$ cat src/rtl/hs_table_ctrl.sv
// High-score table update sequencer: reads the 3-entry table, ranks a new score,
// rewrites it shifted, and arbitrates display reads. Define HS_PERSIST_EN for a flush pulse.
module hs_table_ctrl (
  input  logic        clk,
  input  logic        Reset,
  input  logic        start,
  input  logic [31:0] new_score,
  input  logic        disp_req,
  input  logic [1:0]  disp_addr,
  output logic [31:0] disp_data,
  output logic        disp_valid,
  output logic        busy,
  output logic        done,
  output logic [1:0]  rank,
  output logic        ram_cs,
  output logic        ram_we,
  output logic [1:0]  ram_addr,
  output logic [31:0] ram_wdata,
  input  logic [31:0] ram_rdata,
  output logic        ram_done_wr
);
  typedef enum logic [2:0] {IDLE, RD0, RD1, RD2, CMP, WR, FLUSH, FIN} state_t;

  state_t      state, state_nx;
  logic [31:0] score;
  logic [31:0] old [3];
  logic [1:0]  wp;
  logic [1:0]  rank_c;
  logic        rd_disp;

  // Strictly greater: a tie leaves the existing entry ahead of the new one.
  always_comb begin
    if      (score > old[0]) rank_c = 2'd0;
    else if (score > old[1]) rank_c = 2'd1;
    else if (score > old[2]) rank_c = 2'd2;
    else                     rank_c = 2'd3;
  end

  always_comb begin
    state_nx    = state;
    ram_cs      = 1'b0;
    ram_we      = 1'b0;
    ram_addr    = 2'd0;
    ram_wdata   = 32'd0;
    ram_done_wr = 1'b0;
    busy        = 1'b1;
    done        = 1'b0;
    rd_disp     = 1'b0;
    case (state)
      IDLE: begin
        busy = 1'b0;
        if (start) state_nx = RD0;
        else if (disp_req) begin
          ram_cs   = 1'b1;
          ram_addr = disp_addr;
          rd_disp  = 1'b1;
        end
      end
      RD0: begin ram_cs = 1'b1; ram_addr = 2'd0; state_nx = RD1; end
      RD1: begin ram_cs = 1'b1; ram_addr = 2'd1; state_nx = RD2; end
      RD2: begin ram_cs = 1'b1; ram_addr = 2'd2; state_nx = CMP; end
      CMP: state_nx = (rank_c == 2'd3) ? FIN : WR;
      WR: begin
        ram_cs    = 1'b1;
        ram_we    = 1'b1;
        ram_addr  = wp;
        // wp > rank here whenever the old entry is used, so wp-1 never underflows.
        ram_wdata = (wp == rank) ? score : old[wp - 2'd1];
`ifdef HS_PERSIST_EN
        if (wp == 2'd2) state_nx = FLUSH;
`else
        if (wp == 2'd2) state_nx = FIN;
`endif
      end
`ifdef HS_PERSIST_EN
      FLUSH: begin ram_done_wr = 1'b1; state_nx = FIN; end
`endif
      FIN: begin done = 1'b1; state_nx = IDLE; end
      default: state_nx = IDLE;
    endcase
  end

  always_ff @(posedge clk) begin
    if (Reset) begin
      state      <= IDLE;
      disp_data  <= 32'd0;
      disp_valid <= 1'b0;
      rank       <= 2'd3;
      score      <= 32'd0;
      wp         <= 2'd0;
      for (int i = 0; i < 3; i++) old[i] <= 32'd0;
    end else begin
      state      <= state_nx;
      disp_valid <= rd_disp;
      if (rd_disp) disp_data <= ram_rdata;
      case (state)
        IDLE: if (start) score <= new_score;
        RD0:  old[0] <= ram_rdata;
        RD1:  old[1] <= ram_rdata;
        RD2:  old[2] <= ram_rdata;
        CMP: begin
          rank <= rank_c;
          wp   <= rank_c;
        end
        WR:   wp <= wp + 2'd1;
        default: ;
      endcase
    end
  end
endmodule

$ cat config.mk
export PLATFORM = sky130hd
export DESIGN_NAME = hs_table_ctrl
export DESIGN_NICKNAME = d
export VERILOG_FILES = /design/src/rtl/hs_table_ctrl.sv
export SDC_FILE = /design/constraint.sdc
export NUM_CORES = 1
export LEC_CHECK = 0
export CORE_MARGIN = 8
export CORE_UTILIZATION = 45
export CTS_CLUSTER_SIZE = 16
export DETAILED_ROUTE_END_ITERATION = 8
export HOLD_SLACK_MARGIN = 0.06
export PLACE_DENSITY = 0.7
export SYNTH_ARGS = -nofsm -noshare
export SYNTH_HDL_FRONTEND = slang
export SYNTH_SLANG_ARGS = --single-unit
$ cat constraint.sdc
create_clock -name clk -period 3.35 [get_ports clk]
set_clock_uncertainty 0.2 [all_clocks]
set_input_delay 0.67 -clock clk [delete_from_list [all_inputs] [get_ports clk]]
set_output_delay 0.67 -clock clk [all_outputs]
set_load 0.005 [all_outputs]
# --- After elaboration in Yosys (flattened, before gate mapping) ---
# Memories as Yosys holds them, arrays and structs flattened.
# Index checks and enable logic that the tools add are counted.
totals:
  out_inout_bits: 74
  latchBits: 0
  regBits: 72
  word_cells: 65
  romBits: 0
  mem_count: 1
  ramBits: 96
  input_bits: 70
classes:
  shifts: 0
  n_addsub: 2
  n_reduce_logical: 5
  n_mul: 0
  mux: 34
  order_cmp: 3
  eq_ne: 11
  bitwise: 3
  n_div: 0
mem_list:
  columns: ["name", "words", "word_bits", "rd", "rd_clocked_by_memory_dff", "wr", "line", "source"]
  rows:
  - ["old", 3, 32, 4, 0, 3, "26", "logic [31:0] old [3];"]
ops:
  columns: ["operator", "count"]
  rows:
  - ["32-bit 2-to-1 mux", 5]
  - ["32-bit greater-than comparator", 3]
  - ["1-bit 2-to-1 mux", 18]
  - ["3-bit case mux with 6 select lines", 1]
  - ["2-bit 2-to-1 mux", 5]
  - ["3-bit equality test (second input constant)", 3]
  - ["2-bit case mux with 4 select lines", 1]
  - ["3-bit by 2-bit equality test with 1-bit output (second input constant)", 2]
  - ["3-bit 2-to-1 mux", 2]
  - ["2-bit equality test (second input constant)", 2]
  - ["2-bit != test (second input constant)", 2]
  - ["2-bit case mux with 2 select lines", 1]
  - ["2-bit AND reduction", 2]
  - ["4-bit OR reduction", 1]
  - ["3-bit by 1-bit equality test with 1-bit output (second input constant)", 1]
  - ["3-bit logical NOT", 1]
  - ["1-bit OR", 3]
  - ["2-bit by 1-bit adder with 2-bit output (second input constant)", 1]
  - ["2-bit equality test", 1]
  - ["1-bit case mux with 2 select lines", 1]
  - ["2-bit nonzero test", 1]
  - ["2-bit by 1-bit subtractor with 2-bit output (second input constant)", 1]

# --- Logic depth before layout (Yosys ltp) ---
# An unclocked memory read counts as a cell.
depth:
  ltp_word: 8
  mapped_depth: 10
  ltp_nobuf: 9

# --- Worst setup path after synthesis ---
# Ideal clock, no wire load.
synth_timing:
  kind: "register to register"
  start: "reg state[0]"
  end: "mem old[0][0], enable pin"
  setup_slack_ns: 0.495
  setup_ns: 0.428
  required_ns: 2.722
  t_arrival_ns: 2.227
  path_stages_with_launch: 4
  n_path_buf: 1
  synth_period_minus_slack_ns: 2.855
  cell_sequence: "dfxtp_1 > clkbuf_1 > nand2b_1 > o21bai_1"
synth_lines:
  columns: ["element", "line", "source"]
  rows:
  - ["start: declaration", "24", "state_t state, state_nx;"]
  - ["start signal: assignment", "93", "state <= state_nx;"]
  - ["end: declaration", "26", null]

# --- Final worst setup path ---
layout_timing:
  start: "in start"
  end: "out ram_addr[1]"
layout_between:
  elab_chain_cells: 2
layout_rtl:
  columns: ["element", "line", "source"]
  rows:
  - ["start: declaration", "6", "input logic start,"]
  - ["2-bit 2-to-1 mux", "52", "if (start) state_nx = RD0;"]
  - ["2-bit case mux with 4 select lines", "49", "case (state)"]
  - ["end: declaration", "17", "output logic [1:0] ram_addr,"]
# No other way between the ends.

==> flow_metrics.py <==
metrics = {
    "outcome": {
        "status": "completed",
    },
    "power": {
        "leakagePower_nw": 4.96,
        "powerDensity_nw_per_um2": 468,
        "max-vdd-ir-drop_mv": 0.318,
        "power_mw": 5.51,
    },
    "routing": {
        "vias": 7563,
        "vias_per_cell": 5.32,
        "wl_met1_um": 11300,
        "routed_wl_um": 25400,
        "routedWlPerCell_um": 17.9,
        "top_layer": "met4",
        "firstDrtPassIters": 6,
        "drt_iter0_markers": 482,
        "dr_wl_met2_um": 12100,
        "dr_wl_met3_um": 1520,
        "ant_nets": 0,
        "drc": 0,
    },
    "sta": {
        "fin_crit_sh_pct": 97.5,
        "hold_viol_final": 0,
        "worst_pin_slew_ps": 1090,
        "tns_ps": 0,
        "min_period_ps": 3270,
        "relSlewSlack_pct": 27.0,
        "drv_slew": 0,
        "finalSetupViolCount": 0,
        "rsz0062_at_grt": "true",
        "whs_ps": 252,
        "finalWorstSetupSlack_ps": 82.9,
        "fmaxAchievable_mhz": 306,
    },
    "hold_path": {
        "min_path_cells": 2,
        "min_to": "disp_data[31]",
        "min-delay-start": "disp_data[31]",
        "min_path_type": "flop to flop",
    },
    "place": {
        "dp_hpwl_um": 18700,
        "dp.cells": 1389,
        "place_congestion": 0.898,
        "place_ws_ps": 20.4,
        "port_buffers": 142,
    },
    "setup_path": {
        "critPathKind": "input pin to output pin",
        "start_kind": "input pin",
        "r2r_slack_ps": 650,
        "regToRegStartpoint": "score[14]",
        "critPathArrivalTime_ps": 2400,
        "required_ps": 2480,
        "r2r_cells": 8,
        "r2r_end": "wp[0]",
        "worstPathMaxFanout": 2,
        "cp-end-kind": "output pin",
    },
    "floorplan": {
        "initial_core_util_pct": 45.9,
        "die-height_um": 160,
        "num_io_pins": 144,
        "rows": 52,
        "die-width_um": 160,
        "core_sq_um": 20300,
        "die_area_sq_um": 25600,
    },
    "clock_tree": {
        "clk_latency_ps": 430,
        "cts_setup_buffers": 0,
        "cts_buffer_depth": 2,
        "cts_max_level": 4,
        "numCtsBuffers": 17,
        "clk_pin_slew_ps": 60,
        "ctsHoldBuffers": 0,
        "cts-root-buf": "clkbuf_16",
        "clock_sinks": 168,
        "cts_tree": "yes",
    },
    "yosys": {
        "async_flop_share_pct": 0,
        "synth_top_area_share_pct": 30.9,
        "ys_seq_area_share_pct": 46.4,
        "avgSynthCellArea_sq_um": 9.38,
        "ys_ff_latch": 168,
        "syn-num-nets": 1160,
        "ys_types": 53,
        "synth_edf_count": 96,
        "syn-instance-count": 993,
        "synth_flop_cell": "edfxtp_1",
        "yosys-top-cells-count": "nand2_1, a21oi_1, inv_1, ha_1, edfxtp_1",
        "yosys.area.top_type": "edfxtp_1",
        "ys_warn_count": 0,
        "synth.area.top_cells": "edfxtp_1, dfxtp_1, ha_1",
        "synth_area_sq_um": 9320,
        "synth.most_common_cell": "nand2_1",
    },
    "global_route": {
        "grtUsageTotal_pct": 20.0,
        "grt_start_max_net_pins": 46,
        "antenna_found_initial": 0,
        "grt_pass1_vias": 7626,
        "grt_pass1_wl_um": 40800,
        "grt_overflow": 0,
    },
    "finish": {
        "drive_above_1_share_pct": 6.34,
        "final_nets": 1305,
        "finalNonFillerCells": 1421,
        "syn_to_final_growth_pct": 26.5,
        "diodes": 0,
    },
    "job": {
        "maxCapViolations": 0,
    },
}
state kept, by name, summed over array words and instances, names as in the netlist:
| signal | flops |
|---|---|
| old | 96 |
| disp_data | 32 |
| score | 32 |
| state | 3 |
| rank | 2 |
| wp | 2 |
| disp_valid | 1 |
where the power goes:
group	total (mW)	internal, mW	switching [mW]
sequential	2.48	2.36	0.118
combinational	0.997	0.441	0.556
clock	2.04	1.21	0.822
total	5.51	4.02	1.50
cell usage in the layout, fill, tap and decap left out, types with 3 or more instances in the layout:
cell type        Yosys  layout
dfxtp_1             72      71
nand3_1             12      12
o211ai_1             3       3
nor2b_1              5       5
mux2i_1             63      63
clkbuf_16            0      17
bufinv_16            0       3
nand2_1            187     186
and2_1              33      33
clkinv_4             0       3
o21ai_0             45      44
a21o_1               6       6
a221oi_1             3       3
nand2b_1             6       6
nand4_1             20      20
a221o_1              3       3
inv_1              101     101
buf_12               0       3
clkdlybuf4s50_1      0     141
edfxtp_1            96      96
o21ai_1              2       3
nor4_1               4       4
and4_1               4       4
ha_1                97      97
a21oi_1            109     109
buf_4                1      24
nor2_1              43      43
kinds of logic after synthesis:
kind of cell             synth area share, %
multiplexers                            6.77
adder cells (fa/ha/maj)                 13.0
XOR/XNOR                               0.188
flip-flops                              46.4
AO/OA/AOI/OAI                           11.5
other                                 0.0402
buffers and inverters                   6.06
AND/OR/NAND/NOR                         16.0
worst max path at each step:
stage             start             to  cells past startpoint
3_3_place_gp      start    ram_addr[1]                      7
3_5_place_dp      start    ram_addr[1]                      7
6_report          start    ram_addr[1]                      7
2_1_floorplan  state[0]      old[0][0]                      3
4_1_cts           start    ram_addr[1]                      7
5_1_grt           wp[0]  ram_wdata[16]                      8
per-layer routing:
layer | up-vias | GRT usage, %
li1 | 3722 | -
met1 | 3584 | 24.7
met2 | 219 | 33.6
met3 | 38 | 4.94
met4 | 0 | 6.58
met5 | - | 0
per-stage QoR:
step           util (%)  area [sq um]
2_1_floorplan         -          9320
3_5_place_dp       55.0         11200
6_report           58.1         11800
4_1_cts            58.0         11800
5_1_grt            58.1         11800
3_3_place_gp       55.0         11200
worst max-delay path, cell delays in order:
cell and delay, ps:
clkdlybuf4s50_1 410, nand3b_1 260, nor3b_2 220, a21oi_1 50, o21ai_1 150, buf_4 140, clkdlybuf4s50_1 490
layout make-up:
| cell class | count | area (sq um) |
|---|---|---|
| Fill cell | 1787 | 8510 |
| Multi-Input combinational cell | 679 | 4450 |
| Sequential cell | 168 | 4330 |
| Timing Repair Buffer | 171 | 1680 |
| Clock buffer | 21 | 460 |
| Inverter | 101 | 379 |
| Tap cell | 270 | 338 |
| Clock inverter | 11 | 149 |
repair_timing:
item / in CTS / in global routing
gates resized for setup: 1 / 4
setup endpoints to repair: 1 / 21
endpoints found under the hold margin: 0 / 0
pin swaps: 0 / 0
No activity file was read; power rests on OpenSTA's default activity.
